## config.mk

```make
export PLATFORM = sky130hd
export DESIGN_NAME = instr_dispatch_sched
export DESIGN_NICKNAME = d
export VERILOG_FILES = /design/src/rtl/dispatch_pkg.sv /design/src/rtl/sat_counter.sv /design/src/rtl/instr_dispatch_sched.sv
export SDC_FILE = /design/constraint.sdc
export NUM_CORES = 1
export LEC_CHECK = 0
export CAP_MARGIN = 15
export CORE_AREA = 2 2 77 79
export DETAILED_ROUTE_END_ITERATION = 7
export DIE_AREA = 0 0 79 81
export GPL_ROUTABILITY_DRIVEN = 0
export PLACE_DENSITY = 0.79
export SYNTH_ARGS = -nofsm -noshare
export SYNTH_HDL_FRONTEND = slang
export SYNTH_SLANG_ARGS = --single-unit
```

## constraint.sdc

```tcl
create_clock -name clk -period 2.4 [get_ports clk]
set_input_delay 0.36 -clock clk [delete_from_list [all_inputs] [get_ports clk]]
set_output_delay 0.36 -clock clk [all_outputs]
set_load 0.01 [all_outputs]
```

## src/rtl/dispatch_pkg.sv

```systemverilog
// Shared types for the dual-core instruction dispatch scheduler.
package dispatch_pkg;

  typedef enum logic [1:0] {
    EMPTY    = 2'd0,
    HELD     = 2'd1,
    DRAINING = 2'd2,
    DRAINED  = 2'd3
  } state_t;

  localparam logic CORE1 = 1'b0;
  localparam logic CORE2 = 1'b1;

endpackage

```

## src/rtl/sat_counter.sv

```systemverilog
// Saturating up-counter with synchronous clear; sticks at all-ones.
// Latency 1 cycle from inc to count; no backpressure.
module sat_counter #(
  parameter int W = 16
) (
  input  logic         clk,
  input  logic         clr,
  input  logic         inc,
  output logic [W-1:0] cnt
);

  localparam logic [W-1:0] ONE = W'(1);
  localparam logic [W-1:0] MAX = {W{1'b1}};

  always_ff @(posedge clk) begin
    if (clr) begin
      cnt <= '0;
    end else if (inc && (cnt != MAX)) begin
      cnt <= cnt + ONE;
    end
  end

endmodule

```

## src/rtl/instr_dispatch_sched.sv

```systemverilog
// Round-robin dispatch of one staged instruction to two core FIFOs; 1 cycle accept->write.
// Skips a full FIFO, stalls intake when both are full; DISPATCH_STATS_EN adds counters.
module instr_dispatch_sched #(
  parameter int DATA_W = 32,
  parameter int CNT_W  = 16
) (
  input  logic              clk,
  input  logic              reset,
  input  logic [DATA_W-1:0] in_instr,
  input  logic              in_valid,
  output logic              in_ready,
  input  logic              fifo1_full,
  input  logic              fifo2_full,
  output logic              fifo1_wr,
  output logic              fifo2_wr,
  output logic [DATA_W-1:0] fifo1_data,
  output logic [DATA_W-1:0] fifo2_data,
  input  logic              drain,
  output logic              drain_done
`ifdef DISPATCH_STATS_EN
  ,
  output logic [CNT_W-1:0]  disp_cnt1,
  output logic [CNT_W-1:0]  disp_cnt2,
  output logic [CNT_W-1:0]  stall_cnt
`endif
);

  import dispatch_pkg::*;

  if (CNT_W < 1) begin : g_cnt_w_chk
    $error("CNT_W must be at least 1");
  end

  state_t            state;
  state_t            state_nxt;
  logic [DATA_W-1:0] hold;
  logic              hold_v;
  logic              hold_nxt_v;
  logic              sel;
  logic              disp1;
  logic              disp2;
  logic              xfer;

  always_ff @(posedge clk) begin
    if (reset) begin
      state <= EMPTY;
    end else begin
      state <= state_nxt;
    end
  end

  // Dispatch happens first; a freed staging slot can be refilled in the same cycle.
  always_comb begin
    hold_v     = (state == HELD) || (state == DRAINING);
    disp1      = hold_v && (((sel == CORE1) && !fifo1_full) ||
                            ((sel == CORE2) && fifo2_full && !fifo1_full));
    disp2      = hold_v && (((sel == CORE2) && !fifo2_full) ||
                            ((sel == CORE1) && fifo1_full && !fifo2_full));
    in_ready   = !drain && (!hold_v || disp1 || disp2);
    xfer       = in_valid && in_ready;
    hold_nxt_v = xfer || (hold_v && !(disp1 || disp2));
    drain_done = (state == DRAINED);
    state_nxt  = state;
    if (drain) begin
      state_nxt = hold_nxt_v ? DRAINING : DRAINED;
    end else begin
      state_nxt = hold_nxt_v ? HELD : EMPTY;
    end
  end

  always_ff @(posedge clk) begin
    if (reset) begin
      hold <= '0;
      sel  <= CORE1;
    end else begin
      if (xfer) begin
        hold <= in_instr;
      end
      if (disp1) begin
        sel <= CORE2;
      end else if (disp2) begin
        sel <= CORE1;
      end
    end
  end

  assign fifo1_wr   = disp1;
  assign fifo2_wr   = disp2;
  assign fifo1_data = hold;
  assign fifo2_data = hold;

`ifdef DISPATCH_STATS_EN
  sat_counter #(.W(CNT_W)) u_disp_cnt1 (
    .clk (clk),
    .clr (reset),
    .inc (disp1),
    .cnt (disp_cnt1)
  );

  sat_counter #(.W(CNT_W)) u_disp_cnt2 (
    .clk (clk),
    .clr (reset),
    .inc (disp2),
    .cnt (disp_cnt2)
  );

  sat_counter #(.W(CNT_W)) u_stall_cnt (
    .clk (clk),
    .clr (reset),
    .inc (hold_v && fifo1_full && fifo2_full),
    .cnt (stall_cnt)
  );
`endif

endmodule

```

Word-level counts from Yosys, hierarchy flattened
Index checks and enable logic that the tools add are counted.
Storage, ports and cells
  flip-flop bits (word level): 35
  input port bits: 38
  output and inout port bits: 68
  logic and storage cells: 36
Operators by class
  eq/ne operators: 3
  mux-type cells: 5
  bitwise operators: 1
  reductions and logical operators: 24
Operators with widths (count)
  $logic_and 1x1->1: 11
  $logic_or 1x1->1: 7
  $logic_not 1->1: 5
  $eq 2x2->1 const B: 2
  $mux 1: 4
  $eq 2x1->1 const B: 1
  $mux 2: 1
  $reduce_bool 2->1: 1
  $not 1->1: 1

Depth between registers and ports, before layout
  word-level depth: 11
  gate-level depth with buffers: 5
  gate-level depth less buffers: 4

Least setup slack after synthesis
OpenSTA, ideal clock, no wires.
  path type: flip-flop to output port
  from: register state[0]
  to: output in_ready
  arrival time: 1123 ps
  data required time: 2040 ps
  slack: 917 ps
  stages on the path, launching flop included: 4
  path buffers: 1
  cell sequence: dfxtp_1 ha_1 a31oi_4 buf_2
On the way
  longest elaborated chain between the ends: 6
  elaborated cells on any way between the ends: 9
  classes of those cells: 2 x eq/ne; 7 x reduce/logical
RTL lines
  start, declared: line instr_dispatch_sched.sv:34  | state_t state;
  start signal, assigned: line instr_dispatch_sched.sv:48  | state <= state_nxt;
  $eq 2x1->1 / $eq 2x2->1 (equally long branches): line instr_dispatch_sched.sv:54  | hold_v = (state == HELD) || (state == DRAINING);
  $logic_or 1x1->1 *: line instr_dispatch_sched.sv:54
  $logic_not 1->1 / $logic_and 1x1->1 (equally long branches): line instr_dispatch_sched.sv:59, instr_dispatch_sched.sv:55
  $logic_or 1x1->1: line instr_dispatch_sched.sv:59  | in_ready = !drain && (!hold_v || disp1 || disp2);
  $logic_or 1x1->1 *: line instr_dispatch_sched.sv:59
  $logic_and 1x1->1 *: line instr_dispatch_sched.sv:59
  end, declared: line instr_dispatch_sched.sv:11  | output logic in_ready,
Mark *: on every way between the ends. The rest lies on a longest branch, timed or not.

Worst setup path after layout
Same ends and word-level chain as after synthesis.

==> flow_metrics.py <==
metrics = {
    "drt": {
        "wl_per_cell_um": 13.4,
        "vias": 1595,
        "final_antenna_net_count": 0,
        "first_iter_violations": 32,
        "firstDrtPassIters": 4,
        "via_per_inst": 4.76,
        "routed_wl_um": 4470,
        "post-route-drc-count": 0,
    },
    "critical_path": {
        "timing.critical_path.buf_inv": 1,
        "startpoint_type": "flip-flop",
        "worstSetupEndpointType": "output pin",
        "r2r_end": "fifo1_data[3]",
        "rr_worst_depth": 4,
        "worstSetupPathType": "flip-flop to output pin",
        "cp.required_ns": 2.04,
        "cp.arrival_ns": 1.81,
        "critical_path.top_delay_family": "buffers and inverters",
        "r2r_start": "state[0]",
        "crit_chain": "ha_1 > a31oi_4 > clkdlybuf4s50_1",
        "reg2reg_slack_ns": 0.62,
        "path_max_fanout": 6,
        "crit_path_top_delay_cell": "clkdlybuf4s50_1",
        "slowest_delay_ns": 0.58,
    },
    "cells_and_area": {
        "diodes": 0,
        "fillerInstances": 564,
        "syn_to_final_growth_pct": 48.4,
        "multi_input_area_um2": 853,
        "seqCellArea_um2": 701,
        "drive_above_1_share": 0.158,
        "final_area_um2": 2810,
        "layout.nets": 300,
        "fin_cells": 335,
    },
    "floorplanning": {
        "fp.dieArea_um2": 6400,
        "fp.dieW_um": 79,
        "start_util": 0.334,
        "rows": 28,
        "io-pin-count": 106,
        "coreArea_um2": 5680,
        "die_y_um": 81,
    },
    "grt": {
        "overflow": 0,
        "busiest_layer": "met2",
        "gr-usage-met1": 0.170,
        "grt_usage": 0.141,
        "met3_usage": 0.0478,
        "grt_pass1_vias": 1523,
        "met2_usage": 0.240,
        "grt_start_max_net_pins": 68,
        "grt_pass1_wl_um": 7200,
        "antenna_found_initial": 0,
    },
    "pwr": {
        "powerDensity_nw_per_um2": 480,
        "seqPwrFrac": 0.471,
        "pwr-share-clk": 0.283,
        "intPower_w": 0.00100,
        "switchingPower_w": 0.000347,
        "peakVddDrop_mv": 0.213,
        "swShare": 0.258,
        "power_leakage_nw": 0.970,
        "share_comb_of_total_power": 0.245,
    },
    "hold_path": {
        "hold_path_startpoint": "fifo1_data[13]",
        "hold_path_end": "fifo1_data[13]",
        "hold_class": "flip-flop to flip-flop",
        "hold_path_depth": 2,
    },
    "place": {
        "hpwl_um": 3080,
        "dpl-instance-area_um2": 2740,
        "placedCellCount": 329,
        "numPortBuffers": 105,
    },
    "cts": {
        "insertion_delay_ns": 0.28,
        "cts_tree": "yes",
        "cts_resized": 0,
        "postCtsSetupBuffers": 0,
        "clk_pin_slew_ns": 0.06,
        "clockRootBuffer": "clkbuf_8",
        "htreeDepth": 2,
        "cts_buffers": 5,
        "ctsHoldBuffers": 0,
        "numClockSinks": 35,
        "cts_buffer_depth": 2,
    },
    "synth": {
        "syn-num-nets": 233,
        "yosys.area_share.simple": 0.270,
        "syn-cell-area_um2": 1890,
        "netlist_instances": 194,
        "synth_compound_area_frac": 0.174,
        "synthMuxAreaShare": 0,
        "syn_avg_cell_area_um2": 9.76,
        "synth-seq-cells": 35,
        "yosysWarnings": 0,
        "synth_cell_type_count": 21,
        "synth_adder_area_share": 0.00661,
        "ys_seq_area_frac": 0.370,
        "synth_top_family_by_area": "simple AND/OR/NAND/NOR gates",
        "synthXorXnorAreaFrac": 0,
    },
    "job": {
        "maxCapViolCount": 0,
    },
    "sta": {
        "drv_slew": 0,
        "finalHoldViolCount": 0,
        "setup_viol": 0,
        "tns_ns": 0,
        "rsz0062_at_grt": "no",
        "layout_min_cycle_time_ns": 2.17,
        "skew_ns": 0.00429,
        "worst_pin_slew_ns": 0.555,
        "max-slew-margin-rel": 0.630,
        "fmax_mhz": 461,
        "min_period_over_period": 0.903,
    },
    "outcome": {
        "status": "complete, no violations",
    },
}
-- state kept, by name (all words and copies together), names as in the netlist --
name        cells
state           2
sel             1
fifo1_data     32
-- cells in the mapped netlist --
library cell	count	area share
buf_6	3	0.018
and3_1	1	0.0033
ha_1	1	0.0066
nor2b_1	1	0.0033
nor3_1	1	0.0026
dfxtp_1	35	0.37
nand2_1	1	0.0020
o21ai_1	2	0.0053
a31oi_4	1	0.011
buf_4	32	0.13
a211oi_1	1	0.0040
a21oi_1	2	0.0053
o211a_1	1	0.0053
a311oi_1	1	0.0046
clkbuf_1	10	0.020
nand4b_1	32	0.15
buf_2	4	0.011
and2_4	1	0.0046
o21ai_2	30	0.14
nand2b_1	32	0.11
inv_1	2	0.0040
-- kinds of logic after synthesis --
group | Yosys count
adder cells (fa/ha/maj) | 1
AO/OA/AOI/OAI | 38
AND/OR/NAND/NOR | 69
flip-flops | 35
buffers and inverters | 51
-- metrics by stage --
step	util	power, W	hold slack (ns)	worst slack, ns
after floorplan	-	0.000824	0.460	0.917
final	0.495	0.00135	0.489	0.232
after CTS	0.495	0.00138	0.492	0.204
after detailed placement	0.482	0.000984	0.480	0.339
after global placement	0.482	0.000977	0.473	0.374
after global routing	0.495	0.00143	0.502	0.139
-- routing by layer --
layer / routed length, um / vias to the layer above
met5: 0 / -
met4: 15 / 0
met3: 285 / 2
met2: 2170 / 59
met1: 2000 / 752
li1: - / 782
-- cells in the final DEF, fill, tap and decap left out --
| cell | synthesis | layout |
|---|---|---|
| clkdlybuf4s50_1 | 0 | 105 |
| dfxtp_1 | 35 | 35 |
| nand2b_1 | 32 | 32 |
| nand4b_1 | 32 | 32 |
| o21ai_2 | 30 | 30 |
| clkbuf_8 | 0 | 5 |
| buf_4 | 32 | 4 |
| inv_1 | 2 | 2 |
| a21oi_1 | 2 | 2 |
| o21ai_1 | 2 | 2 |
| nand2_1 | 1 | 1 |
| o211a_1 | 1 | 1 |
| a31oi_4 | 1 | 1 |
| and2_4 | 1 | 1 |
| and3_1 | 1 | 1 |
| nor3_1 | 1 | 1 |
| a211oi_1 | 1 | 1 |
| nor2b_1 | 1 | 1 |
| a311oi_1 | 1 | 1 |
| ha_1 | 1 | 1 |
| clkbuf_1 | 10 | 1 |
-- worst max-delay path by stage --
stage,start,to,slack (ns),cells past startpoint
floorplan,state[0],in_ready,0.92,3
global placement,fifo2_full,fifo1_wr,0.37,4
detailed placement,fifo2_full,fifo1_wr,0.34,4
CTS,state[0],in_ready,0.20,3
global route,state[0],in_ready,0.14,3
finish,state[0],in_ready,0.23,3
-- cell type report --
type / count / share of cell area
repair buffers: 109 / 0.385
multi-input cells: 108 / 0.304
inverters: 2 / 0.00267
clock buffers: 6 / 0.0258
flip-flops and latches: 35 / 0.249
well taps: 75 / 0.0334
-- power by group through the flow --
| stage | Combinational (W) | Sequential [W] | Clock (W) |
|---|---|---|---|
| after floorplan | 0.000166 | 0.000658 | 0 |
| after global placement | 0.000330 | 0.000647 | 0 |
| after detailed placement | 0.000335 | 0.000649 | 0 |
| after CTS | 0.000336 | 0.000636 | 0.000405 |
| after global routing | 0.000356 | 0.000639 | 0.000431 |
| final | 0.000331 | 0.000635 | 0.000382 |
-- worst min-delay path: cells and delay by family (launching register included) --
| family | cells | cell delay [ns] |
|---|---|---|
| AND/OR/NAND/NOR | 1 | 0.08 |
| flip-flops | 1 | 0.32 |
| AO/OA/AOI/OAI | 1 | 0.05 |
Power figures use the tool's default switching activity.
